--- config.mk ---
export PLATFORM = sky130hd
export DESIGN_NAME = coin_credit_accumulator
export DESIGN_NICKNAME = d
export VERILOG_FILES = /design/src/rtl/coin_credit_accumulator.sv
export SDC_FILE = /design/constraint.sdc
export NUM_CORES = 1
export LEC_CHECK = 0
export ABC_AREA = 1
export CAP_MARGIN = 30
export CORE_MARGIN = 2
export CORE_UTILIZATION = 30
export CTS_BUF_LIST = sky130_fd_sc_hd__clkbuf_16
export CTS_CLUSTER_SIZE = 14
export DETAILED_ROUTE_END_ITERATION = 7
export PLACE_DENSITY_LB_ADDON = 0.12
export SYNTH_ARGS = -nofsm -noshare
export SYNTH_HDL_FRONTEND = slang
export SYNTH_SLANG_ARGS = --single-unit
--- constraint.sdc ---
create_clock -name clock -period 2.6 [get_ports clock]
set_clock_uncertainty 0.1 [all_clocks]
set_input_delay 0.52 -clock clock [delete_from_list [all_inputs] [get_ports clock]]
set_output_delay 0.52 -clock clock [all_outputs]
set_load 0.01 [all_outputs]
--- src/rtl/coin_credit_accumulator.sv ---
// Coin credit accumulator: edge-detects coin and button levels, keeps a single-digit credit,
// issues a one-cycle load pulse with the committed balance, and returns rejected or refunded
// coins through a one-cycle return pulse.
// Optional build macro: COIN_TIMEOUT_EN adds an idle counter that auto-refunds after
// TIMEOUT_CYCLES cycles without activity in ACCUM.
module coin_credit_accumulator #(
  parameter int unsigned MAX_CREDIT     = 9,
  parameter int unsigned TIMEOUT_CYCLES = 1000
) (
  input  logic       clock,
  input  logic       clear_n,
  input  logic       coin_1,
  input  logic       coin_2,
  input  logic       commit,
  input  logic       refund,
  output logic [3:0] credit,
  output logic [3:0] balance,
  output logic       load,
  output logic [3:0] coin_return,
  output logic       return_valid,
  output logic [1:0] state
);

  typedef enum logic [1:0] {
    StIdle   = 2'b00,
    StAccum  = 2'b01,
    StCommit = 2'b10,
    StRefund = 2'b11
  } state_e;

  localparam logic [4:0] MaxSum = 5'(MAX_CREDIT);

  state_e     state_q, state_d;
  logic [3:0] credit_q, credit_d;
  logic [3:0] balance_q, balance_d;
  logic       load_q, load_d;
  logic [3:0] coin_return_q, coin_return_d;
  logic       return_valid_q, return_valid_d;

  logic coin_1_q, coin_2_q, commit_q, refund_q;
  // Low for the first clock after reset release so levels already high are not counted.
  logic armed_q;

  logic coin_1_edge, coin_2_edge, commit_edge, refund_edge, any_edge;
  logic [4:0] coin_total;
  logic [4:0] sum;
  logic       timeout_fire;
  logic       refund_req;

  assign coin_1_edge = armed_q & coin_1 & ~coin_1_q;
  assign coin_2_edge = armed_q & coin_2 & ~coin_2_q;
  assign commit_edge = armed_q & commit & ~commit_q;
  assign refund_edge = armed_q & refund & ~refund_q;
  assign any_edge    = coin_1_edge | coin_2_edge | commit_edge | refund_edge;

  assign coin_total = 5'(coin_1_edge) + {3'b000, coin_2_edge, 1'b0};
  assign sum        = {1'b0, credit_q} + coin_total;

`ifdef COIN_TIMEOUT_EN
  localparam logic [15:0] TimeoutLast = 16'(TIMEOUT_CYCLES - 1);

  logic [15:0] idle_cnt_q, idle_cnt_d;

  assign timeout_fire = (state_q == StAccum) && !any_edge && (idle_cnt_q == TimeoutLast);

  // Idle counter runs only while credit sits untouched in ACCUM.
  always_comb begin
    idle_cnt_d = idle_cnt_q + 16'd1;
    if ((state_q != StAccum) || any_edge || timeout_fire) begin
      idle_cnt_d = 16'd0;
    end
  end

  // Idle counter register.
  always_ff @(posedge clock or negedge clear_n) begin
    if (!clear_n) begin
      idle_cnt_q <= 16'd0;
    end else begin
      idle_cnt_q <= idle_cnt_d;
    end
  end
`else
  logic unused_timeout_cfg;
  assign unused_timeout_cfg = ^TIMEOUT_CYCLES;
  assign timeout_fire       = 1'b0;
`endif

  assign refund_req = refund_edge | timeout_fire;

  // Credit, payout and state decisions; refund outranks commit, which outranks plain coins.
  always_comb begin
    credit_d       = credit_q;
    balance_d      = balance_q;
    load_d         = 1'b0;
    coin_return_d  = 4'd0;
    return_valid_d = 1'b0;
    state_d        = StIdle;

    if (refund_req && (sum != 5'd0)) begin
      coin_return_d  = sum[3:0];
      return_valid_d = 1'b1;
      credit_d       = 4'd0;
      state_d        = StRefund;
    end else if (commit_edge && (sum != 5'd0)) begin
      load_d   = 1'b1;
      credit_d = 4'd0;
      state_d  = StCommit;
      if (sum <= MaxSum) begin
        balance_d = sum[3:0];
      end else begin
        // Overflowing coins bounce while the existing credit is still committed.
        balance_d      = credit_q;
        coin_return_d  = coin_total[3:0];
        return_valid_d = 1'b1;
      end
    end else begin
      if (sum <= MaxSum) begin
        credit_d = sum[3:0];
      end else begin
        coin_return_d  = coin_total[3:0];
        return_valid_d = 1'b1;
      end
      state_d = (credit_d != 4'd0) ? StAccum : StIdle;
    end
  end

  // All architectural state and registered outputs.
  always_ff @(posedge clock or negedge clear_n) begin
    if (!clear_n) begin
      state_q        <= StIdle;
      credit_q       <= 4'd0;
      balance_q      <= 4'd0;
      load_q         <= 1'b0;
      coin_return_q  <= 4'd0;
      return_valid_q <= 1'b0;
      coin_1_q       <= 1'b0;
      coin_2_q       <= 1'b0;
      commit_q       <= 1'b0;
      refund_q       <= 1'b0;
      armed_q        <= 1'b0;
    end else begin
      state_q        <= state_d;
      credit_q       <= credit_d;
      balance_q      <= balance_d;
      load_q         <= load_d;
      coin_return_q  <= coin_return_d;
      return_valid_q <= return_valid_d;
      coin_1_q       <= coin_1;
      coin_2_q       <= coin_2;
      commit_q       <= commit;
      refund_q       <= refund;
      armed_q        <= 1'b1;
    end
  end

  assign credit       = credit_q;
  assign balance      = balance_q;
  assign load         = load_q;
  assign coin_return  = coin_return_q;
  assign return_valid = return_valid_q;
  assign state        = state_q;

endmodule

==> impl_metrics.ini <==
[status]
status = completed

[logic_synthesis]
syn_inst = 105
synth_cell_type_count = 21
syn-cell-area_um2 = 997
ys_seq_elements = 21
avgSynthCellArea_um2 = 9.50
syn_nets = 114
yosysWarningCount = 0
yosysSeqAreaShare = 0.527

[placed_design]
hpwl_um = 1590
gp_congestion = 0.868
io_buffers = 21
dp_worst_setup_slack_ps = -200

[worst_setup_path]
reg2reg_to = balance[0]$_DFFE_PN0P_
start_kind = input pin
cp-end-kind = flip-flop
reg2reg_from = armed_q$_DFF_PN0_
arrival_ps = 2490
crit_required_ps = 2640
rr_worst_depth = 12
path_max_fanout = 6
r2r_slack_ps = 480
path_class = input pin to flip-flop

[power]
pwr-share-comb = 0.391
p_leak_nw = 0.698
power_w = 0.00126
p_sw_w = 0.000418
swShare = 0.332
share_seq_of_total_power = 0.356
power_frac_clock = 0.253
power.internal_w = 0.000841
powerDensity_nw_per_um2 = 897
peakVddDrop_v = 0.000282

[clocking]
post_cts_resized = 0
root_buffer = clkbuf_16
cts_buffer_depth = 2
clk_pin_slew_ps = 60
insertion_delay_ps = 250
post_cts_buffers = 0
cts.sinks = 21
h-tree-depth = 1
numCtsBuffers = 3
postCtsHoldBufs = 0
cts_tree = yes

[global_routing]
grt_pass1_wl_um = 3440
grt_max_degree = 22
gr-total-overflow = 0
use_met1 = 0.172
antenna_found_initial = 0
grt-busiest-layer = met2
gr-usage-met3 = 0.0357
grt_usage = 0.129
grt_pass1_vias = 758
gr-usage-met2 = 0.200

[min_path]
worstHoldStart = balance[1]$_DFFE_PN0P_
min_path_type = flip-flop to flip-flop
hold_depth = 2
worstHoldEndpoint = balance[1]$_DFFE_PN0P_

[die]
dieArea_um2 = 3800
ioPinCount = 22
initial_core_util = 0.321
core_um2 = 3100
rows = 20
dieHeight_um = 61.7
die-width_um = 61.7

[cells_and_area]
drive_gt1_frac = 0.254
diodes = 0
nFillCells = 329
final_util = 0.452
final_nets = 148
areaGrowthSynthToFinish_pct = 40.8

[detailed_routing]
wire_per_inst_um = 10.9
drc = 0
viasPerCell = 4.25
dr.pass1.iters = 4
ant_nets = 0
drt_iter0_markers = 47
wirelength_um = 1990
vias = 774

[sta]
setup_violations = 0
holdWs_ps = 388
rsz0062_at_grt = false
report.final.slew_viol_count = 0
min_period_over_period = 0.942
max_freq_mhz = 408
setup_tns_ps = 0
setup_slack_ps = 150
finalHoldViolations = 0
fin_crit_ps = 2450

[job]
cap_violations = 0
-- metal layers --
layer	up-vias	wire, um
met4	0	17
met1	361	921
li1	399	-
met5	-	0
met3	2	73
met2	12	973
-- sequential cells by signal, indices dropped and copies added (netlist names), 2 cells and up --
| name | count |
|---|---|
| credit | 4 |
| state | 2 |
| coin_return | 4 |
| balance | 4 |
-- worst max-delay path, cell delays in order --
cell	delay (ps)
clkdlybuf4s50_1	470
nand2_1	60
nor2_2	110
ha_2	210
fa_1	450
inv_2	100
nand3_4	90
nor2_4	120
nand2_4	80
nand3_4	100
inv_4	60
nand2_1	60
nand2_1	50
-- how the worst max path moves through the flow --
| stage | start | endpoint | slack (ps) | cells after the start |
|---|---|---|---|---|
| finish | coin_1 | balance[0]$_DFFE_PN0P_ | 150 | 13 |
| global route | coin_1 | state[0]$_DFF_PN0_ | 7 | 12 |
| CTS | coin_1 | balance[0]$_DFFE_PN0P_ | 70 | 13 |
| detailed placement | coin_1 | balance[0]$_DFFE_PN0P_ | -200 | 13 |
| global placement | coin_1 | balance[2]$_DFFE_PN0P_ | -100 | 13 |
| floorplan | coin_1 | balance[0]$_DFFE_PN0P_ | 460 | 12 |
-- Yosys cell counts --
cell type	n	area share
a21oi_1	2	0.010
a21oi_2	2	0.018
buf_6	1	0.011
conb_1	1	0.0038
dfrtp_1	21	0.53
fa_1	1	0.020
ha_1	2	0.025
inv_1	10	0.038
inv_2	3	0.011
inv_4	1	0.0063
nand2_1	26	0.098
nand2_2	5	0.031
nand2_4	1	0.011
nand3_1	13	0.065
nand3_2	3	0.030
nand3_4	2	0.035
nor2_1	5	0.019
nor2_4	1	0.011
o21ai_0	3	0.015
o21ai_1	1	0.0050
o21ai_2	1	0.0088
-- final cells by class --
cell class | count | area, um2 | area share
sequential | 21 | 526 | 0.374
multi-input combinational | 69 | 410 | 0.292
clock inverter | 1 | 5.00 | 0.00357
tap | 44 | 55.1 | 0.0392
inverter | 14 | 55.1 | 0.0392
clock buffer | 3 | 75.1 | 0.0535
timing repair buffer | 30 | 278 | 0.198
-- power groups by stage --
stage | combinational [W] | clock [W] | sequential [W]
floorplan | 0.000267 | 0 | 0.000467
global placement | 0.000484 | 0 | 0.000456
detailed placement | 0.000493 | 0 | 0.000456
CTS | 0.000495 | 0.000331 | 0.000451
global route | 0.000547 | 0.000353 | 0.000459
finish | 0.000492 | 0.000319 | 0.000448
-- layout by cell type (no fill, tap or decap), types with 2 or more instances in the layout --
master / count
nand2_2: 5
inv_1: 9
nand3_1: 13
a21oi_2: 2
o21ai_0: 3
nand3_2: 3
clkbuf_16: 3
nor2_1: 4
a21oi_1: 2
dfrtp_1: 21
clkdlybuf4s50_1: 21
nand2_1: 26
buf_4: 9
nand3_4: 2
inv_2: 4
-- cells by family after synthesis --
logic type      count (synthesis)  synth area share
simple gates                   56             0.301
compound gates                  9            0.0565
fa+ha+maj                       3            0.0452
buf+inv                        15            0.0665
flops                          21             0.527
other cells                     1           0.00376
-- per-stage QoR --
step / instance area, um2 / std cells
floorplan: 997 / 105
global placement: 1320 / 178
detailed placement: 1320 / 178
CTS: 1400 / 182
global route: 1400 / 182
finish: 1400 / 182
(Power assumes the default switching activity.)
